## config.mk

```make
export PLATFORM = sky130hd
export DESIGN_NAME = tdc_hw_accum
export DESIGN_NICKNAME = d
export VERILOG_FILES = /design/src/rtl/tdc_hw_accum.sv
export SDC_FILE = /design/constraint.sdc
export NUM_CORES = 1
export LEC_CHECK = 0
export ABC_AREA = 1
export CORE_MARGIN = 1.5
export CORE_UTILIZATION = 40
export CTS_CLUSTER_SIZE = 16
export DETAILED_ROUTE_END_ITERATION = 10
export DONT_BUFFER_PORTS = 1
export HOLD_SLACK_MARGIN = 0.03
export PLACE_DENSITY_LB_ADDON = 0.1
export SLEW_MARGIN = 40
export SYNTH_ARGS = -nofsm -noshare
export SYNTH_HDL_FRONTEND = slang
export SYNTH_SLANG_ARGS = --single-unit
```

## constraint.sdc

```tcl
create_clock -name clk -period 2.4 [get_ports clk]
set_input_delay 0.24 -clock clk [delete_from_list [all_inputs] [get_ports clk]]
set_output_delay 0.24 -clock clk [all_outputs]
set_load 0.02 [all_outputs]
```

## src/rtl/tdc_hw_accum.sv

```systemverilog
// rtl/tdc_hw_accum.sv - accumulates 2**LOG2_SAMPLES TDC hamming weights into sum/mean/min/max
// Optional: define TDC_ACCUM_MINMAX_EN to compile in min/max tracking.
module tdc_hw_accum #(
  parameter int N            = 64,
  parameter int LOG2_SAMPLES = 4,
  parameter int HW_W         = $clog2(N) + 1,
  parameter int SUM_W        = HW_W + LOG2_SAMPLES
) (
  input  logic             clk,
  input  logic             rst,
  input  logic             en,
  input  logic             start,
  input  logic [HW_W-1:0]  hw_in,
  input  logic             hw_valid,
  output logic             out_valid,
  input  logic             out_ready,
  output logic [SUM_W-1:0] sum,
  output logic [HW_W-1:0]  mean,
  output logic [HW_W-1:0]  hw_min,
  output logic [HW_W-1:0]  hw_max,
  output logic             busy,
  output logic             overrun
);

  typedef enum logic [1:0] {
    IDLE  = 2'd0,
    ACCUM = 2'd1,
    DONE  = 2'd2
  } state_t;

  localparam logic [HW_W-1:0] N_HW = HW_W'(N);

  state_t                    state;
  state_t                    state_next;
  logic [SUM_W-1:0]          acc;
  logic [SUM_W-1:0]          acc_next;
  logic [LOG2_SAMPLES-1:0]   cnt;
  logic [HW_W-1:0]           hw_c;
  logic [SUM_W-1:0]          sum_q;
  logic [HW_W-1:0]           mean_q;
  logic                      out_valid_q;
  logic                      overrun_q;
  logic                      take;
  logic                      last;
  logic                      handshake;
  logic                      clear;

  always_comb begin
    hw_c      = (hw_in > N_HW) ? N_HW : hw_in;
    acc_next  = acc + SUM_W'(hw_c);
    take      = en && (state == ACCUM) && hw_valid && !start;
    last      = take && (cnt == '1);
    handshake = (state == DONE) && out_valid_q && out_ready;
    // A start is only honoured where it cannot tear an unread result.
    clear     = en && start && ((state == IDLE) || (state == ACCUM) || handshake);
  end

  always_ff @(posedge clk) begin
    if (rst) begin
      state <= IDLE;
    end else if (en) begin
      state <= state_next;
    end
  end

  always_comb begin
    state_next = state;
    case (state)
      IDLE:    if (start) state_next = ACCUM;
      ACCUM: begin
        if (start)     state_next = ACCUM;
        else if (last) state_next = DONE;
      end
      DONE:    if (handshake) state_next = start ? ACCUM : IDLE;
      default: state_next = IDLE;
    endcase
  end

  always_ff @(posedge clk) begin
    if (rst) begin
      acc         <= '0;
      cnt         <= '0;
      sum_q       <= '0;
      mean_q      <= '0;
      out_valid_q <= 1'b0;
      overrun_q   <= 1'b0;
    end else if (en) begin
      if (clear) begin
        acc       <= '0;
        cnt       <= '0;
        overrun_q <= 1'b0;
      end else begin
        if (take) begin
          acc <= acc_next;
          cnt <= cnt + LOG2_SAMPLES'(1);
        end
        if ((state == DONE) && hw_valid) overrun_q <= 1'b1;
      end
      if (last) begin
        sum_q       <= acc_next;
        mean_q      <= acc_next[SUM_W-1:LOG2_SAMPLES];
        out_valid_q <= 1'b1;
      end else if (handshake) begin
        out_valid_q <= 1'b0;
      end
    end
  end

`ifdef TDC_ACCUM_MINMAX_EN
  logic [HW_W-1:0] run_min;
  logic [HW_W-1:0] run_max;
  logic [HW_W-1:0] min_next;
  logic [HW_W-1:0] max_next;
  logic [HW_W-1:0] min_q;
  logic [HW_W-1:0] max_q;

  always_comb begin
    min_next = (hw_c < run_min) ? hw_c : run_min;
    max_next = (hw_c > run_max) ? hw_c : run_max;
  end

  always_ff @(posedge clk) begin
    if (rst) begin
      run_min <= '1;
      run_max <= '0;
      min_q   <= '0;
      max_q   <= '0;
    end else if (en) begin
      if (clear) begin
        run_min <= '1;
        run_max <= '0;
      end else if (take) begin
        run_min <= min_next;
        run_max <= max_next;
      end
      if (last) begin
        min_q <= min_next;
        max_q <= max_next;
      end
    end
  end

  assign hw_min = min_q;
  assign hw_max = max_q;
`else
  assign hw_min = '0;
  assign hw_max = '0;
`endif

  assign sum       = sum_q;
  assign mean      = mean_q;
  assign out_valid = out_valid_q;
  assign overrun   = overrun_q;
  assign busy      = (state == ACCUM);

endmodule

```

==> results of run 1 <==
==> registers in the layout (all words and copies together), names as in the netlist <==
name / count
out_valid: 1
state: 2
overrun: 1
acc: 11
cnt: 4
sum: 11
==> metrics by stage <==
| stage | instances | power, W | hold slack, ns |
|---|---|---|---|
| 2_1_floorplan | 294 | 0.000602 | 0.434 |
| 3_3_place_gp | 319 | 0.000592 | 0.312 |
| 3_5_place_dp | 319 | 0.000591 | 0.314 |
| 4_1_cts | 327 | 0.000979 | 0.155 |
| 5_1_grt | 327 | 0.00101 | 0.187 |
| 6_report | 327 | 0.000967 | 0.166 |
==> area by class of cell <==
| type | instances | area share (%) |
|---|---|---|
| clock buffers | 5 | 3.60 |
| well taps | 52 | 3.41 |
| multi-input cells | 200 | 53.1 |
| inverters | 37 | 7.41 |
| repair buffers | 1 | 0.524 |
| clock inverters | 2 | 0.524 |
| flip-flops and latches | 30 | 31.5 |
==> routing by layer <==
layer	part of all wire (%)	track usage, %	vias to the layer above
met5	0	0	-
met1	48	21.4	676
li1	-	-	840
met3	4.9	5.56	2
met2	47	28.4	35
met4	0.61	4.61	0
==> critical path: cells and delay by family <==
kind	cells	cell delay [ns]
buffers and inverters	4	0.32
adders and majority gates	2	0.61
xor gates and xnor gates	1	0.20
and+or+nand+nor	7	0.59
AOI/OAI and AO/OA	2	0.32
==> power by group through the flow <==
| stage | clock network (W) | logic, W | registers, W |
|---|---|---|---|
| CTS | 0.000392 | 0.0000855 | 0.000501 |
| finish | 0.000381 | 0.0000846 | 0.000502 |
| global route | 0.000415 | 0.0000955 | 0.000501 |
| global placement | 0 | 0.0000789 | 0.000513 |
| detailed placement | 0 | 0.0000780 | 0.000513 |
| floorplan | 0 | 0.0000900 | 0.000512 |
==> Yosys cell counts <==
cell type                  number
sky130_fd_sc_hd__a211oi_1       1
sky130_fd_sc_hd__a21o_1         2
sky130_fd_sc_hd__a21oi_1       25
sky130_fd_sc_hd__buf_2          1
sky130_fd_sc_hd__buf_4         21
sky130_fd_sc_hd__buf_6          2
sky130_fd_sc_hd__buf_8          1
sky130_fd_sc_hd__clkbuf_1       2
sky130_fd_sc_hd__clkinv_1       1
sky130_fd_sc_hd__conb_1         1
sky130_fd_sc_hd__dfxtp_1       30
sky130_fd_sc_hd__fa_1           1
sky130_fd_sc_hd__ha_1           8
sky130_fd_sc_hd__inv_1         33
sky130_fd_sc_hd__inv_2          2
sky130_fd_sc_hd__inv_4          1
sky130_fd_sc_hd__nand2_1       81
sky130_fd_sc_hd__nand2_2        2
sky130_fd_sc_hd__nand2_4        2
sky130_fd_sc_hd__nand3_1       14
sky130_fd_sc_hd__nand3_2        1
sky130_fd_sc_hd__nand4_1        4
sky130_fd_sc_hd__nor2_1        20
sky130_fd_sc_hd__nor2_4         2
sky130_fd_sc_hd__nor3_1         3
sky130_fd_sc_hd__o211ai_1       1
sky130_fd_sc_hd__o21a_1         6
sky130_fd_sc_hd__o21ai_0        6
sky130_fd_sc_hd__o21ai_1        1
sky130_fd_sc_hd__o31ai_1        1
sky130_fd_sc_hd__or2_2          1
sky130_fd_sc_hd__xnor2_1        2
sky130_fd_sc_hd__xor2_1         2
==> kinds of logic after synthesis <==
| family | count (synthesis) | share of synthesized area, % |
|---|---|---|
| and+or+nand+nor | 130 | 29.4 |
| buffers and inverters | 64 | 18.2 |
| AOI/OAI and AO/OA | 43 | 12.7 |
| DFF | 30 | 31.4 |
| adders and majority gates | 9 | 6.27 |
| xor gates and xnor gates | 4 | 1.83 |
| other | 1 | 0.196 |
==> timing repair <==
| action | 4_1_cts | 5_1_grt |
|---|---|---|
| endpoints found under the hold margin | 19 | 0 |
| setup endpoints to repair | 0 | 0 |
| hold buffers | 1 | 0 |
==> how the worst max path moves through the flow <==
stage	end	cells after the start
after floorplan	acc[6]	16
after global placement	acc[6]	16
after detailed placement	acc[6]	16
after CTS	acc[6]	16
after global routing	acc[6]	16
final	acc[6]	16
==> placed cells by master (no fill, tap or decap), types with 2 or more instances in the layout <==
| cell type | count |
|---|---|
| sky130_fd_sc_hd__xor2_1 | 2 |
| sky130_fd_sc_hd__nor2_4 | 2 |
| sky130_fd_sc_hd__clkinv_2 | 2 |
| sky130_fd_sc_hd__clkbuf_8 | 5 |
| sky130_fd_sc_hd__nand2_4 | 2 |
| sky130_fd_sc_hd__conb_1 | 14 |
| sky130_fd_sc_hd__nand4_1 | 4 |
| sky130_fd_sc_hd__a21oi_1 | 25 |
| sky130_fd_sc_hd__o21a_1 | 6 |
| sky130_fd_sc_hd__inv_1 | 33 |
| sky130_fd_sc_hd__nand2_1 | 81 |
| sky130_fd_sc_hd__inv_2 | 2 |
| sky130_fd_sc_hd__nor3_1 | 3 |
| sky130_fd_sc_hd__nand3_1 | 14 |
| sky130_fd_sc_hd__dfxtp_1 | 30 |
| sky130_fd_sc_hd__ha_1 | 8 |
| sky130_fd_sc_hd__nor2_1 | 20 |
| sky130_fd_sc_hd__nand2_2 | 2 |
| sky130_fd_sc_hd__a21o_1 | 2 |
| sky130_fd_sc_hd__o21ai_0 | 6 |
| sky130_fd_sc_hd__xnor2_1 | 2 |
==> metrics.txt, run 1 <==
# TYPE chip_impl_metric gauge
chip_impl_metric{name="timing.clock.skew",unit="ns"} 0.00675
chip_impl_info{name="worstHoldStart",value="start"} 1
chip_impl_metric{name="numCtsBuffers",unit=""} 5
chip_impl_metric{name="die_width",unit="um"} 72.2
chip_impl_metric{name="viasPerCell",unit=""} 4.75
chip_impl_metric{name="synth_seq_cells",unit=""} 30
chip_impl_info{name="hold_path_end",value="state[0]"} 1
chip_impl_metric{name="dpl.hpwl",unit="um"} 2970
chip_impl_metric{name="pwr_density_cell",unit="nW/um2"} 507
chip_impl_metric{name="p_sw",unit="W"} 0.000253
chip_impl_metric{name="antennaDiodeCount",unit=""} 0
chip_impl_metric{name="reg2reg_setup_slack",unit="ns"} 0.52
chip_impl_metric{name="vias",unit=""} 1553
chip_impl_metric{name="start_util",unit="%"} 42.8
chip_impl_metric{name="yosysSeqAreaShare",unit="%"} 31.4
chip_impl_metric{name="drt_first_pass_iters",unit=""} 4
chip_impl_metric{name="mappedNetlistArea",unit="um2"} 1910
chip_impl_metric{name="core_area",unit="um2"} 4470
chip_impl_metric{name="aggregate_global_route_resource_usage",unit="%"} 17.1
chip_impl_metric{name="clock_tree.htree_level_count",unit=""} 2
chip_impl_metric{name="worst_slew_margin_rel",unit="%"} 48.7
chip_impl_metric{name="post_synth.cell_area_avg",unit="um2"} 6.81
chip_impl_metric{name="synthesis.instances",unit=""} 281
chip_impl_info{name="clock_tree.root_cell",value="sky130_fd_sc_hd__clkbuf_8"} 1
chip_impl_metric{name="clockBufferDepth",unit=""} 2
chip_impl_info{name="worstSetupEndpointType",value="register"} 1
chip_impl_info{name="worstSetupStartpointType",value="primary input"} 1
chip_impl_metric{name="tightest_slew",unit="ns"} 0.767
chip_impl_metric{name="tns",unit="ns"} 0
chip_impl_metric{name="timing.final.hold_violations",unit=""} 0
chip_impl_metric{name="clkPwrFrac",unit="%"} 39.4
chip_impl_metric{name="area_taken_by_multi_input_logic_gates",unit="um2"} 1010
chip_impl_info{name="setup.worst_path.class",value="in -> reg"} 1
chip_impl_metric{name="power.ir.vdd_worst",unit="uV"} 312
chip_impl_metric{name="drive_above_1_share",unit="%"} 6.55
chip_impl_metric{name="critical_path.max_fanout",unit=""} 3
chip_impl_metric{name="leakage",unit="nW"} 0.932
chip_impl_metric{name="drc_errors",unit=""} 0
chip_impl_info{name="cell_at_the_slowest_stage_of_the_critical_path",value="sky130_fd_sc_hd__fa_1"} 1
chip_impl_metric{name="design.final.nets",unit=""} 297
chip_impl_metric{name="design_area",unit="um2"} 1910
chip_impl_info{name="grt_setup_unrepaired",value="no"} 1
chip_impl_info{name="hold_path_class",value="in -> reg"} 1
chip_impl_metric{name="worstPathArrival",unit="ns"} 2.28
chip_impl_metric{name="max_freq",unit="GHz"} 0.483
chip_impl_metric{name="timing.critical_path.slowest_cell_delay",unit="ns"} 0.40
chip_impl_metric{name="io_buffers",unit=""} 0
chip_impl_info{name="outcome",value="completed"} 1
chip_impl_metric{name="globalRoute.totalOverflow",unit=""} 0
chip_impl_metric{name="internal-power",unit="W"} 0.000714
chip_impl_metric{name="min_period_over_period",unit="%"} 86.3
chip_impl_metric{name="grt_start_max_net_pins",unit=""} 20
chip_impl_metric{name="final-max-slew-violation-count",unit=""} 0
chip_impl_metric{name="post_cts_setup_buffer_count",unit=""} 0
chip_impl_metric{name="grt_pass1_wl",unit="um"} 6850
chip_impl_metric{name="die_height",unit="um"} 72.2
chip_impl_info{name="cp_cell_sequence",value="inv_1 -> nand4_1 -> o31ai_1 -> inv_1 -> nor2_1 -> ha_1 -> inv_1 -> fa_1 -> inv_1 -> nand3_1 -> nand2_1 -> nand2_1 -> nand2_1 -> xor2_1 -> nand2_1 -> a21oi_1"} 1
chip_impl_metric{name="avgRoutedWirePerCell",unit="um"} 12.4
chip_impl_metric{name="fin_crit",unit="ns"} 2.07
chip_impl_metric{name="final_antenna_net_count",unit=""} 0
chip_impl_metric{name="io_pins",unit=""} 48
chip_impl_metric{name="r2r_cells",unit=""} 11
chip_impl_info{name="synth_top_area_cell",value="sky130_fd_sc_hd__dfxtp_1"} 1
chip_impl_metric{name="cp.required",unit="ns"} 2.61
chip_impl_metric{name="sequentialPowerShare",unit="%"} 51.9
chip_impl_metric{name="postLayoutSetupSlackWorst",unit="ns"} 0.330
chip_impl_metric{name="netlist-cell-type-count",unit=""} 33
chip_impl_metric{name="pwr-share-comb",unit="%"} 8.7
chip_impl_metric{name="grt_antenna_before_repair",unit=""} 0
chip_impl_metric{name="swShare",unit="%"} 26.2
chip_impl_info{name="critical_r2r_capture",value="acc[6]"} 1
chip_impl_info{name="synth.top_cells.by_area",value="sky130_fd_sc_hd__dfxtp_1 (31%), sky130_fd_sc_hd__nand2_1 (16%), sky130_fd_sc_hd__buf_4 (8.2%)"} 1
chip_impl_metric{name="first_global_vias",unit=""} 1457
chip_impl_metric{name="detailedRoute.firstIterationViolations",unit=""} 57
chip_impl_metric{name="setup_viol_count_final",unit=""} 0
chip_impl_metric{name="post_cts_resize_count",unit=""} 0
chip_impl_info{name="critPathLaunch",value="hw_in[3]"} 1
chip_impl_metric{name="cts_num_sinks",unit=""} 30
chip_impl_metric{name="whs_path_cells",unit=""} 2
chip_impl_metric{name="worst_setup_slack_before_clock_tree_synthesis",unit="ns"} 0.0148
chip_impl_metric{name="dpl_cell_area",unit="um2"} 1820
chip_impl_metric{name="timing.max_cap.violations",unit=""} 0
chip_impl_metric{name="die_area",unit="um2"} 5210
chip_impl_metric{name="ys_warnings",unit=""} 0
chip_impl_metric{name="nFillCells",unit=""} 488
chip_impl_info{name="tritoncts_clock_tree",value="yes"} 1
chip_impl_metric{name="storage_cell_area",unit="um2"} 601
chip_impl_metric{name="drt-total-wl",unit="um"} 4070
chip_impl_metric{name="synth_largest_type_area_fraction",unit="%"} 31.4
chip_impl_metric{name="gp_routability_congestion",unit=""} 0.799
chip_impl_info{name="worstReg2RegStart",value="acc[0]"} 1
chip_impl_metric{name="utilization",unit="%"} 42.7
chip_impl_metric{name="rows",unit=""} 24
chip_impl_metric{name="clock_transition_at_the_register_clock_pins_on_the_worst_setup_and_hold_paths_after_cts",unit="ns"} 0.06
chip_impl_metric{name="clkLatencyLatePin",unit="ns"} 0.28
chip_impl_metric{name="areaGrowthSynthToFinish",unit="%"} -0.262
Power figures use the tool's default switching activity.
==> inputs of run 2 (changes only) <==
--- a/config.mk
+++ b/config.mk
@@ -8,11 +8,12 @@
 export ABC_AREA = 1
 export CORE_MARGIN = 1.5
 export CORE_UTILIZATION = 40
-export CTS_CLUSTER_SIZE = 16
+export CTS_CLUSTER_SIZE = 28
 export DETAILED_ROUTE_END_ITERATION = 10
 export DONT_BUFFER_PORTS = 1
 export HOLD_SLACK_MARGIN = 0.03
 export PLACE_DENSITY_LB_ADDON = 0.1
+export RECOVER_POWER = 25
 export SLEW_MARGIN = 40
 export SYNTH_ARGS = -nofsm -noshare
 export SYNTH_HDL_FRONTEND = slang
==> results of run 2 <==
The final DEF is identical to that of run 1; final timing and power are the same.
==> inputs of run 3 (changes only) <==
--- a/config.mk
+++ b/config.mk
@@ -12,7 +12,6 @@
 export DETAILED_ROUTE_END_ITERATION = 10
 export DONT_BUFFER_PORTS = 1
 export HOLD_SLACK_MARGIN = 0.03
-export PLACE_DENSITY_LB_ADDON = 0.1
 export RECOVER_POWER = 25
 export SLEW_MARGIN = 40
 export SYNTH_ARGS = -nofsm -noshare
==> metrics.txt, run 3 (synthesis results as in run 1) <==
# TYPE chip_impl_metric gauge
chip_impl_metric{name="areaGrowthSynthToFinish",unit="%"} 1.31
chip_impl_metric{name="cts_num_sinks",unit=""} 30
chip_impl_metric{name="timing.max_cap.violations",unit=""} 0
chip_impl_metric{name="timing.final.hold_violations",unit=""} 0
chip_impl_info{name="layout.cells.most_common_list",value="sky130_fd_sc_hd__nand2_1 (81), sky130_fd_sc_hd__inv_1 (33), sky130_fd_sc_hd__dfxtp_1 (30)"} 1
chip_impl_metric{name="globalRoute.totalOverflow",unit=""} 0
chip_impl_info{name="clock_tree.root_cell",value="sky130_fd_sc_hd__clkbuf_8"} 1
chip_impl_metric{name="postLayoutSetupSlackWorst",unit="ns"} 0.362
chip_impl_metric{name="critical_path.max_fanout",unit=""} 3
chip_impl_metric{name="viasPerCell",unit=""} 4.79
chip_impl_metric{name="core_area",unit="um2"} 4470
chip_impl_metric{name="io_buffers",unit=""} 0
chip_impl_info{name="worstReg2RegStart",value="acc[0]"} 1
chip_impl_metric{name="internal-power",unit="W"} 0.000825
chip_impl_info{name="worstSetupEndpointType",value="register"} 1
chip_impl_metric{name="utilization",unit="%"} 43.3
chip_impl_metric{name="die_width",unit="um"} 72.2
chip_impl_metric{name="final-max-slew-violation-count",unit=""} 0
chip_impl_metric{name="p_total",unit="W"} 0.00109
chip_impl_metric{name="clock_tree.htree_level_count",unit=""} 2
chip_impl_metric{name="antennaDiodeCount",unit=""} 0
chip_impl_metric{name="clkPwrFrac",unit="%"} 46.1
chip_impl_metric{name="timing.clock.skew",unit="ns"} 0.00797
chip_impl_metric{name="clkLatencyLatePin",unit="ns"} 0.28
chip_impl_info{name="worstHoldStart",value="start"} 1
chip_impl_metric{name="reg2reg_setup_slack",unit="ns"} 0.54
chip_impl_info{name="worstSetupStartpointType",value="primary input"} 1
chip_impl_metric{name="final_antenna_net_count",unit=""} 0
chip_impl_info{name="tritoncts_clock_tree",value="yes"} 1
chip_impl_metric{name="die_height",unit="um"} 72.2
chip_impl_metric{name="min_period_over_period",unit="%"} 84.9
chip_impl_metric{name="start_util",unit="%"} 42.8
chip_impl_metric{name="fin_crit",unit="ns"} 2.04
chip_impl_metric{name="first_global_vias",unit=""} 1488
chip_impl_metric{name="avgRoutedWirePerCell",unit="um"} 11.8
chip_impl_metric{name="pwr_density_cell",unit="nW/um2"} 561
chip_impl_metric{name="max_freq",unit="GHz"} 0.491
chip_impl_metric{name="swShare",unit="%"} 24.1
chip_impl_metric{name="grt_start_max_net_pins",unit=""} 20
chip_impl_metric{name="dpl.hpwl",unit="um"} 2840
chip_impl_info{name="outcome",value="completed"} 1
chip_impl_metric{name="setup_viol_count_final",unit=""} 0
chip_impl_metric{name="io_pins",unit=""} 48
chip_impl_metric{name="whs_path_cells",unit=""} 2
chip_impl_metric{name="design.final.nets",unit=""} 297
chip_impl_info{name="setup.worst_path.class",value="in -> reg"} 1
chip_impl_metric{name="clock_transition_at_the_register_clock_pins_on_the_worst_setup_and_hold_paths_after_cts",unit="ns"} 0.07
chip_impl_metric{name="grt_antenna_before_repair",unit=""} 0
chip_impl_info{name="grt_setup_unrepaired",value="no"} 1
chip_impl_metric{name="finalHoldWorstSlack",unit="ns"} 0.159
chip_impl_metric{name="r2r_cells",unit=""} 11
chip_impl_metric{name="grt_pass1_wl",unit="um"} 6700
chip_impl_metric{name="detailedRoute.firstIterationViolations",unit=""} 61
chip_impl_metric{name="post_cts_resize_count",unit=""} 0
chip_impl_info{name="layout.cells.most_common",value="sky130_fd_sc_hd__nand2_1"} 1
chip_impl_metric{name="drt-total-wl",unit="um"} 3870
chip_impl_metric{name="drive_above_1_share",unit="%"} 6.88
chip_impl_metric{name="gp_routability_congestion",unit=""} 0.845
chip_impl_metric{name="leakage",unit="nW"} 0.946
chip_impl_metric{name="power.ir.vdd_worst",unit="uV"} 351
chip_impl_metric{name="die_area",unit="um2"} 5210
chip_impl_metric{name="rows",unit=""} 24
chip_impl_info{name="hold_path_end",value="state[0]"} 1
chip_impl_metric{name="clockBufferDepth",unit=""} 2
chip_impl_metric{name="worst_setup_slack_before_clock_tree_synthesis",unit="ns"} 0.0641
chip_impl_metric{name="worstPathArrival",unit="ns"} 2.24
chip_impl_metric{name="tns",unit="ns"} 0
chip_impl_info{name="hold_path_class",value="in -> reg"} 1
chip_impl_info{name="critical_r2r_capture",value="acc[6]"} 1
chip_impl_metric{name="vias",unit=""} 1570
chip_impl_metric{name="numCtsBuffers",unit=""} 5
chip_impl_metric{name="sequentialPowerShare",unit="%"} 46.1
chip_impl_metric{name="p_sw",unit="W"} 0.000262
chip_impl_metric{name="drt_first_pass_iters",unit=""} 4
chip_impl_metric{name="cp.required",unit="ns"} 2.60
chip_impl_metric{name="tightest_slew",unit="ns"} 0.805
chip_impl_metric{name="aggregate_global_route_resource_usage",unit="%"} 16.3
chip_impl_metric{name="drc_errors",unit=""} 0
chip_impl_metric{name="worst_slew_margin_rel",unit="%"} 46.1
chip_impl_metric{name="pwr-share-comb",unit="%"} 7.8
## run 3: cell types whose count changed in the layout (fill, tap and decap cells not counted)
cell,change
sky130_fd_sc_hd__bufinv_16,+1
## run 3: cell type report
cell class	count	area [um2]
fill	469	2530
multi-input combinational	200	1010
sequential	30	601
inverter	37	141
clock buffer	5	68.8
tap	52	65.1
clock inverter	3	40.0
timing repair buffer	1	10.0
## run 3: repair_timing
| item | in CTS | in global routing |
|---|---|---|
| buffers inserted | 0 | 0 |
| setup endpoints to repair | 0 | 0 |
| endpoints found under the hold margin | 19 | 0 |
| hold buffers | 1 | 0 |
## run 3: power groups by stage
stage | registers (W) | logic [W] | clock network (W)
3_3_place_gp | 0.000513 | 0.0000775 | 0
4_1_cts | 0.000501 | 0.0000847 | 0.000513
2_1_floorplan | 0.000512 | 0.0000900 | 0
3_5_place_dp | 0.000513 | 0.0000774 | 0
5_1_grt | 0.000501 | 0.0000950 | 0.000538
6_report | 0.000501 | 0.0000846 | 0.000501
## run 3: worst max-delay path by stage
stage | from | endpoint | slack [ns] | cells past startpoint
after floorplan | hw_in[3] | acc[6] | 0.32 | 16
after global placement | hw_in[3] | acc[6] | 0.17 | 16
after detailed placement | hw_in[3] | acc[6] | 0.06 | 16
after CTS | hw_in[3] | acc[6] | 0.35 | 16
after global routing | hw_in[3] | acc[6] | 0.09 | 16
final | hw_in[3] | acc[6] | 0.36 | 16
## run 3: metrics by stage
stage,cells,cell area [um2]
after floorplan,294,1960
after global placement,319,1820
after detailed placement,319,1820
after CTS,328,1940
after global routing,328,1940
final,328,1940
## run 3: routing by layer
layer / share of wire, % / vias to the layer above / global-route usage (%)
met5: 0 / - / 0
met4: 0.80 / 0 / 5.03
met3: 4.3 / 5 / 5.00
met2: 48 / 28 / 28.3
met1: 47 / 699 / 19.4
li1: - / 838 / -
## run 3: critical path, stage by stage
cell	delay (ns)
sky130_fd_sc_hd__inv_1	0.05
sky130_fd_sc_hd__nand4_1	0.10
sky130_fd_sc_hd__o31ai_1	0.20
sky130_fd_sc_hd__inv_1	0.10
sky130_fd_sc_hd__nor2_1	0.10
sky130_fd_sc_hd__ha_1	0.20
sky130_fd_sc_hd__inv_1	0.06
sky130_fd_sc_hd__fa_1	0.40
sky130_fd_sc_hd__inv_1	0.09
sky130_fd_sc_hd__nand3_1	0.06
sky130_fd_sc_hd__nand2_1	0.12
sky130_fd_sc_hd__nand2_1	0.06
sky130_fd_sc_hd__nand2_1	0.07
sky130_fd_sc_hd__xor2_1	0.18
sky130_fd_sc_hd__nand2_1	0.07
sky130_fd_sc_hd__a21oi_1	0.13
